==> config.mk <==
export PLATFORM = sky130hd
export DESIGN_NAME = unary_add_n_mod
export DESIGN_NICKNAME = d
export VERILOG_FILES = /design/src/rtl/unary_add_n_mod.sv
export SDC_FILE = /design/constraint.sdc
export NUM_CORES = 1
export LEC_CHECK = 0
export BUFFER_PORTS_ARGS = -buffer_cell sky130_fd_sc_hd__buf_2
export CAP_MARGIN = 25
export CORE_AREA = 4 4 41 43
export DETAILED_ROUTE_END_ITERATION = 8
export DIE_AREA = 0 0 45 47
export HOLD_SLACK_MARGIN = 0.05
export PLACE_DENSITY = 0.7
export SLEW_MARGIN = 20
export SYNTH_ARGS = -nofsm -noshare
export SYNTH_HDL_FRONTEND = slang
export SYNTH_SLANG_ARGS = --single-unit
export TNS_END_PERCENT = 50
==> constraint.sdc <==
create_clock -name clk -period 4.75 [get_ports clk]
set_clock_uncertainty 0.2 [all_clocks]
set_input_delay 0.7125 -clock clk [delete_from_list [all_inputs] [get_ports clk]]
set_output_delay 0.7125 -clock clk [all_outputs]
set_load 0.01 [all_outputs]
==> src/rtl/unary_add_n_mod.sv <==
// unary_add_n_mod
//   Accumulates unary input bits into a modulo-(MAX_CNT+1) counter and then
//   drains the count as a unary output stream.
//   Read  (read_or_write=0): acc += popcount(din), with a carry pulse on wrap.
//   Write (read_or_write=1): one dout=1 per cycle until acc reaches 0, with a
//                            done pulse coinciding with the last dout=1.
//
// Ports
//   clk           in   rising-edge clock
//   rst_n         in   asynchronous active-low reset
//   en            in   cycle enable
//   clr           in   synchronous clear (beats en)
//   read_or_write in   0 = accumulate, 1 = drain
//   din           in   NUM_IN unary input bits
//   dout          out  registered unary output stream
//   C             out  registered carry pulse
//   done          out  registered end-of-drain pulse
//   empty         out  combinational, acc == 0
//   carry_cnt     out  saturating carry count (only with UNARY_ADD_CARRY_CNT_EN)
//
// Optional feature macro: UNARY_ADD_CARRY_CNT_EN
module unary_add_n_mod #(
    parameter int NUM_IN  = 2,
    parameter int MAX_CNT = 12,
    parameter int CARRY_W = 8
) (
    input  logic              clk,
    input  logic              rst_n,
    input  logic              en,
    input  logic              clr,
    input  logic              read_or_write,
    input  logic [NUM_IN-1:0] din,
    output logic              dout,
    output logic              C,
    output logic              done,
`ifdef UNARY_ADD_CARRY_CNT_EN
    output logic              empty,
    output logic [CARRY_W-1:0] carry_cnt
`else
    output logic              empty
`endif
);

    localparam int CW = $clog2(MAX_CNT + 1);
    // Modulus at CW+1 bits so the raw sum and the wrap compare share a width.
    localparam logic [CW:0] MOD = (CW+1)'(MAX_CNT + 1);

    logic [CW-1:0] acc_q, acc_d;
    logic          dout_q, dout_d;
    logic          c_q, c_d;
    logic          done_q, done_d;
    logic [CW:0]   k;
    logic [CW:0]   s;

    always_comb begin
        k = '0;
        for (int i = 0; i < NUM_IN; i++) begin
            k = k + (CW+1)'(din[i]);
        end
        // NUM_IN <= MAX_CNT+1 bounds s below 2*MOD, so one subtract suffices.
        s = {1'b0, acc_q} + k;

        acc_d  = acc_q;
        dout_d = 1'b0;
        c_d    = 1'b0;
        done_d = 1'b0;

        if (clr) begin
            acc_d = '0;
        end else if (en) begin
            if (!read_or_write) begin
                if (s >= MOD) begin
                    acc_d = CW'(s - MOD);
                    c_d   = 1'b1;
                end else begin
                    acc_d = s[CW-1:0];
                end
            end else if (acc_q != '0) begin
                dout_d = 1'b1;
                acc_d  = acc_q - CW'(1);
                // Registered on the 1 -> 0 edge, so it lines up with the last dout.
                done_d = (acc_q == CW'(1));
            end
        end
    end

    always_ff @(posedge clk or negedge rst_n) begin
        if (!rst_n) begin
            acc_q  <= '0;
            dout_q <= 1'b0;
            c_q    <= 1'b0;
            done_q <= 1'b0;
        end else begin
            acc_q  <= acc_d;
            dout_q <= dout_d;
            c_q    <= c_d;
            done_q <= done_d;
        end
    end

    assign dout  = dout_q;
    assign C     = c_q;
    assign done  = done_q;
    assign empty = (acc_q == '0);

`ifdef UNARY_ADD_CARRY_CNT_EN
    logic [CARRY_W-1:0] cc_q;

    // c_d is already forced low by clr or !en; clr never touches the count.
    always_ff @(posedge clk or negedge rst_n) begin
        if (!rst_n) begin
            cc_q <= '0;
        end else if (c_d && (cc_q != '1)) begin
            cc_q <= cc_q + CARRY_W'(1);
        end
    end

    assign carry_cnt = cc_q;
`endif

endmodule

Yosys cells after proc, flatten, opt, wreduce, memory -nomap -nowiden:

Cells that the tools add are included.

* $add $sub $neg: 4
* $lt $le $gt $ge: 1
* eq/ne operators: 2
* multiplexer cells: 17
* reduce and logical (&&, ||, !) cells: 4

Operators by type and width (count)
* 4-bit two-way mux: 5
* 1-bit two-way mux: 12
* 4-bit by 2-bit adder with 5-bit output: 1
* 5-bit by 4-bit greater-or-equal comparator with 1-bit output, second input constant: 1
* 4-bit by 1-bit equality test with 1-bit output, second input constant: 1
* 4-bit zero test: 1
* 4-bit nonzero test: 1
* 4-bit by 1-bit subtractor with 4-bit output, second input constant: 1
* 4-bit subtractor, second input constant: 1
* 3-bit by 2-bit != test with 1-bit output, second input constant: 1
* 1-bit by 1-bit adder with 2-bit output: 1
* 2-bit AND reduction: 1
* 2-bit nonzero test: 1

* bits in registers: 7
* input port bits: 7
* logic and storage cells: 32

Depth between registers and ports, before layout:

Gate-level depths: netlist of the first run.

* depth in word-level cells: 7
* mapped depth: 7

Worst setup path before layout of the first run:

Ideal clock, no wire load.

* path kind: input -> register
* start point: in din[0]
* end point: reg acc_q[0]
* setup time: 0.069 ns
* arrival: 2.434 ns
* required time: 4.481 ns
* slack: 2.047 ns
* stages on the path: 6
* cells stage by stage: fa_1 -> ha_1 -> o311ai_0 -> o21ai_0 -> or4_1 -> nand3_1

* word-level cells in the longest chain between the ends: 7

RTL lines
* start: declaration: RTL line 32 `input logic [NUM_IN-1:0] din,`
* 1-bit by 1-bit adder with 2-bit output (*): RTL line 58 `k = k + (CW+1)'(din[i]);`
* 4-bit by 2-bit adder with 5-bit output (*): RTL line 61 `s = {1'b0, acc_q} + k;`
* 4-bit subtractor or 5-bit by 4-bit greater-or-equal comparator with 1-bit output (tied branches): RTL line 73, 72
* 4-bit two-way mux (*): RTL line 72 `if (s >= MOD) begin`
* 4-bit two-way mux (*): RTL line 71 `if (!read_or_write) begin`
* 4-bit two-way mux (*): RTL line 70 `end else if (en) begin`
* 4-bit two-way mux (*): RTL line 68 `if (clr) begin`
* end signal: assignment: RTL line 89 `acc_q <= '0;`
* end signal: assignment: RTL line 94 `acc_q <= acc_d;`
* end: declaration: RTL line 48 `logic [CW-1:0] acc_q, acc_d;`

Mark *: on every way between the ends. The rest lies on a longest branch, timed or not. The select of a mux whose other input is x is not followed.
A chain may end at the register's enable or synchronous reset.

Worst setup path after layout of the first run:

Ends and elaborated chain as after synthesis.

==> results of run 1 <==
metrics by stage:
step | hold slack (ns) | instances
after CTS | 0.0764 | 97
after floorplan | 0.217 | 72
after global placement | 0.349 | 93
after detailed placement | 0.353 | 93
after global routing | 0.0799 | 97
final | 0.0797 | 97
flip-flops by register name, indices dropped and copies added (netlist names):
| register | cells |
|---|---|
| C | 1 |
| acc_q | 4 |
| done | 1 |
| dout | 1 |
metal layers:
| metal | vias to the layer above | wire [um] |
|---|---|---|
| met4 | 0 | 23 |
| met3 | 2 | 82 |
| li1 | 291 | - |
| met2 | 27 | 715 |
| met5 | - | 0 |
| met1 | 280 | 554 |
where the power goes:
group	internal [mW]	switching (mW)
combinational	0.0239	0.0335
clock	0.0308	0.0236
sequential	0.0630	0.00888
worst register-to-register path, stage by stage, from the launching register on:
cell and delay (ns):
dfrtp_1 0.47, fa_1 0.49, ha_1 0.37, o311ai_0 0.30
o21ai_0 0.21, or4_1 0.43, nand3_1 0.10
Yosys cell counts (2+ instances only):
master,count
o21ai_0,8
a21oi_1,5
nand4bb_1,2
nor2_1,9
clkbuf_1,2
nor4_1,2
nand2_1,2
nand3_1,4
ha_1,3
dfrtp_1,7
inv_1,5
cell families (layout without fill, tap and decap cells):
logic type,after synthesis,after routing,share of synthesized area (%)
buffers and inverters,9,19,6.07
muxes,1,1,1.67
adders and majority gates,4,4,9.62
DFF,7,7,29.3
AOI/OAI and AO/OA,24,24,27.0
and+or+nand+nor,27,27,26.4
worst paths after layout:
| check | from | endpoint | slack, ns | cells after the start |
|---|---|---|---|---|
| min in group clk | acc_q[1]$_DFFE_PN0P_ | acc_q[1]$_DFFE_PN0P_ | 0.50 | 2 |
| max reg2reg | acc_q[0]$_DFFE_PN0P_ | acc_q[0]$_DFFE_PN0P_ | 2.12 | 6 |
| min | rst_n | done$_DFF_PN0_ | 0.08 | 1 |
| max in group asynchronous | rst_n | acc_q[1]$_DFFE_PN0P_ | 4.11 | 1 |
| max | din[0] | acc_q[0]$_DFFE_PN0P_ | 2.02 | 7 |
| min reg2reg | acc_q[1]$_DFFE_PN0P_ | acc_q[1]$_DFFE_PN0P_ | 0.50 | 2 |
cell type report:
cell class / count / area share [%]
tap: 15 / 2.77
multi-input combinational: 56 / 57.1
clock buffer: 3 / 3.33
inverter: 5 / 2.77
clock inverter: 1 / 0.739
sequential: 7 / 25.9
timing repair buffer: 10 / 7.39
==> results_dict.tcl, run 1 <==
set metrics [dict create \
    numClockSinks 7 \
    yosys.cell_types.count 34 \
    synth_top_area_share_pct 29.3 \
    synth_sequential_area_ratio_pct 29.3 \
    crit_path_cell_trace "buf_2 > fa_1 > ha_1 > o311ai_0 > o21ai_0 > or4_1 > nand3_1" \
    fill_cells 136 \
    drt_iter0_markers 19 \
    gr-total-overflow 0 \
    ant_nets 0 \
    cp-start-kind "primary input" \
    wl_um 1380 \
    clk_path_buf_depth 2 \
    portBuffers 10 \
    rsz0062_at_grt "no" \
    path_max_fanout 6 \
    cts_setup_buffers 0 \
    p_leak_nw 0.287 \
    grt_use_met3_pct 3.45 \
    synth_cells 72 \
    postCtsResizedCells 0 \
    die_w_um 45 \
    synth_edf_count 0 \
    drc_errors 0 \
    setup_viol 0 \
    final.setup.tns_ns 0 \
    firstDrtPassIters 4 \
    syn2layout_area_growth_pct 13.2 \
    maxSlewHeadroom_pct 70.6 \
    nets 94 \
    grt_antenna_before_repair 0 \
    via_count 600 \
    grt_pass1_vias 555 \
    placed_cell_area_um2 649 \
    cts_tree "yes" \
    dp_slack_ns 1.80 \
    synthTopCellsByArea "dfrtp_1, o21ai_0, ha_1, nor2_1, a21oi_1" \
    fin_ws_ns 2.02 \
    design_area_um2 677 \
    yosys.area.top_type "dfrtp_1" \
    layout_commonest_cell "buf_2" \
    p_per_area_nw_per_um2 271 \
    die-area_um2 2120 \
    yosys_warnings 0 \
    path_clk_slew_ns 0.06 \
    grtUsageTotal_pct 15.8 \
    place.gp.congestion 0.800 \
    drv_slew 0 \
    fin_util_pct 52.0 \
    syn_nets 83 \
    seqCellArea_um2 175 \
    min_path_type "in2async" \
    cts_root_buf "clkbuf_4" \
    ys_ff_latch 7 \
    netlist_area_um2 598 \
    max_freq_mhz 366 \
    grt-busiest-layer "met2" \
    grt_pass1_wl_um 2380 \
    cts_buffers 3 \
    n_antenna_cell 0 \
    path_buf_inv 1 \
    hold_viol 0 \
    dp_hpwl_um 1030 \
    final_cell_mix "buf_2, nor2_1, o21ai_0" \
    final.period_utilization_pct 57.5 \
    grt_util_met1_pct 17.8 \
    cts-hold-fix-buffers 0 \
    cp.required_ns 4.74 \
    status "completed" \
    multi_input_area_um2 387 \
    power_uw 184 \
    critPathCaptureType "flip-flop" \
    chipHeight_um 47 \
    fin_crit_ns 2.73 \
    maxCapViolations 0 \
    initial_core_util_pct 46.0 \
    irDropWorstVdd_mv 0.139 \
    crit_family "adder cells" \
    h-tree-depth 1 \
    ys.flop_type "dfrtp_1" \
    tightest_slew_ns 0.441 \
    layout-drive-gt1-share_pct 22.0 \
    clk_latency_ns 0.25 \
    wl_per_cell_um 14.2 \
    synth.avg_cell_area_um2 8.31 \
    vias_per_cell 6.19 \
    arrival_ns 2.72 \
    use_met2_pct 27.7 \
    max_stage_delay_ns 0.50 \
    rows 13 \
    slowest_stage "fa_1" \
    fp.coreArea_um2 1300 \
    async_flop_share_pct 100 \
    ios 11 \
    path_class "in2reg" \
    grt_max_degree 18 \
]
Note: power is estimated with default switching activity, not from simulation.
==> inputs of run 2 (changes only) <==
- PLACE_DENSITY: 0.7 -> 0.72
- clock period: 4.75 -> 2.5 ns (I/O delays scaled with it)
==> run 2 against run 1 <==
Compared with the run above:
- worst hold slack improved by 0.099 ns
- final cell count increased by 6.2%
- largest cell class unchanged
- non-clock buffer count increased by 6
- global-route usage decreased by 1.0 points
- cell area increased by 6.8%
- clock power increased by 93%
- worst setup slack got worse by 1.8 ns
- die area unchanged
- wire length decreased by 0.15%
- critical endpoint unchanged
- power increased by 100%
- via count decreased by 1.0%
==> results_dict.tcl, run 2 (synthesis gave the netlist of run 1 again) <==
set metrics [dict create \
    p_leak_nw 0.313 \
    die_w_um 45 \
    path_max_fanout 3 \
    ant_nets 0 \
    cts_setup_buffers 0 \
    rsz0062_at_grt "no" \
    drv_slew 0 \
    grt_max_degree 18 \
    rows 13 \
    reg2reg_from "acc_q[0]$_DFFE_PN0P_" \
    grtUsageTotal_pct 14.8 \
    irDropWorstVdd_mv 0.309 \
    crit_start "acc_q[0]$_DFFE_PN0P_" \
    final.period_utilization_pct 93.0 \
    syn2layout_area_growth_pct 20.9 \
    maxSlewHeadroom_pct 68.8 \
    fin_util_pct 55.6 \
    fin_crit_ns 2.33 \
    arrival_ns 2.32 \
    final_cell_mix "buf_2, nor2_1, dfrtp_1, o21ai_0" \
    n_antenna_cell 0 \
    hp-start "clr" \
    max_freq_mhz 430 \
    largest_reg_flops 4 \
    top_register "acc_q" \
    fp.coreArea_um2 1300 \
    via_count 594 \
    numClockSinks 7 \
    min_path_type "in2reg" \
    vias_per_cell 5.77 \
    portBuffers 10 \
    ios 11 \
    rrSetupSlack_ns 0.17 \
    chipHeight_um 47 \
    hold_path_depth 2 \
    layout_commonest_cell "buf_2" \
    path_class "reg2reg" \
    design_area_um2 723 \
    grt_antenna_before_repair 0 \
    drt_iter0_markers 15 \
    clk_path_buf_depth 2 \
    cts_tree "yes" \
    hold_end "acc_q[2]$_DFFE_PN0P_" \
    r2r_end "acc_q[0]$_DFFE_PN0P_" \
    critPathCaptureType "flip-flop" \
    grt_pass1_wl_um 2210 \
    h-tree-depth 1 \
    drc_errors 0 \
    place.gp.congestion 0.808 \
    ff2ff_path_depth 6 \
    setup_viol 0 \
    power_uw 368 \
    cts_buffers 3 \
    tightest_slew_ns 0.468 \
    status "completed" \
    placed_cell_area_um2 687 \
    die-area_um2 2120 \
    wl_per_cell_um 13.3 \
    initial_core_util_pct 46.0 \
    maxCapViolations 0 \
    cp-start-kind "flip-flop" \
    cts_root_buf "clkbuf_4" \
    clk_latency_ns 0.25 \
    layout-drive-gt1-share_pct 25.0 \
    p_per_area_nw_per_um2 509 \
    cp.required_ns 2.49 \
    nets 100 \
    path_clk_slew_ns 0.05 \
    wl_um 1370 \
    hold_viol 0 \
    gr-total-overflow 0 \
    firstDrtPassIters 4 \
    grt_pass1_vias 534 \
    final.setup.tns_ns 0 \
]
[run 2: cell types whose count changed in the layout (fill, tap and decap cells not counted), sizes merged]
| cell | before | now |
|---|---|---|
| buf | 10 | 15 |
| clkbuf | 3 | 4 |
| clkinv | 1 | 0 |
| dlygate4sd3 | 0 | 1 |
[run 2: layout make-up]
class / instances / area (um2)
Fill cell: 129 / 578
Timing Repair Buffer: 16 / 97.6
Multi-Input combinational cell: 56 / 387
Sequential cell: 7 / 175
Inverter: 5 / 18.8
Tap cell: 15 / 18.8
Clock buffer: 4 / 26.3
[run 2: timing repair]
action | in CTS | in global routing
hold endpoints to repair | 7 | 0
endpoints found under the setup margin | 0 | 1
resized for setup | 0 | 1
hold buffers | 1 | 0
[run 2: per-stage QoR]
step           worst slack (ns)  hold slack, ns  cells
6_report                  0.175           0.179    103
5_1_grt                  0.0502           0.212    103
4_1_cts                   0.123           0.173    103
3_5_place_dp            -0.0254          0.0138     98
3_3_place_gp             0.0985         0.00936     98
2_1_floorplan             0.123          -0.121     72
[run 2: worst max-delay path by stage]
stage	to	slack, ns	cells after the start
floorplan	acc_q[0]$_DFFE_PN0P_	0.12	6
global placement	acc_q[0]$_DFFE_PN0P_	0.1	7
detailed placement	acc_q[0]$_DFFE_PN0P_	-0.03	7
CTS	acc_q[0]$_DFFE_PN0P_	0.12	6
global route	acc_q[0]$_DFFE_PN0P_	0.05	6
finish	acc_q[0]$_DFFE_PN0P_	0.17	6
[run 2: power breakdown]
group,internal (mW),total (mW),leakage [nW],switching (mW)
combinational,0.0602,0.130,0.202,0.0697
clock,0.0611,0.105,0.0150,0.0440
sequential,0.120,0.133,0.0963,0.0134
total,0.241,0.368,0.313,0.127
[run 2: worst max-delay path, stage by stage, from the launching register on]
cell and delay [ns]:
dfrtp_1 0.39, fa_1 0.39, ha_1 0.32, o311ai_0 0.27
o21ai_1 0.16, or4_1 0.43, nand3_1 0.09
[run 2: layer usage]
layer / track usage, % / share of wire (%)
met1: 18.7 / 48
met2: 22.0 / 47
met3: 5.75 / 4.9
met4: 7.02 / 0.87
met5: 0 / 0
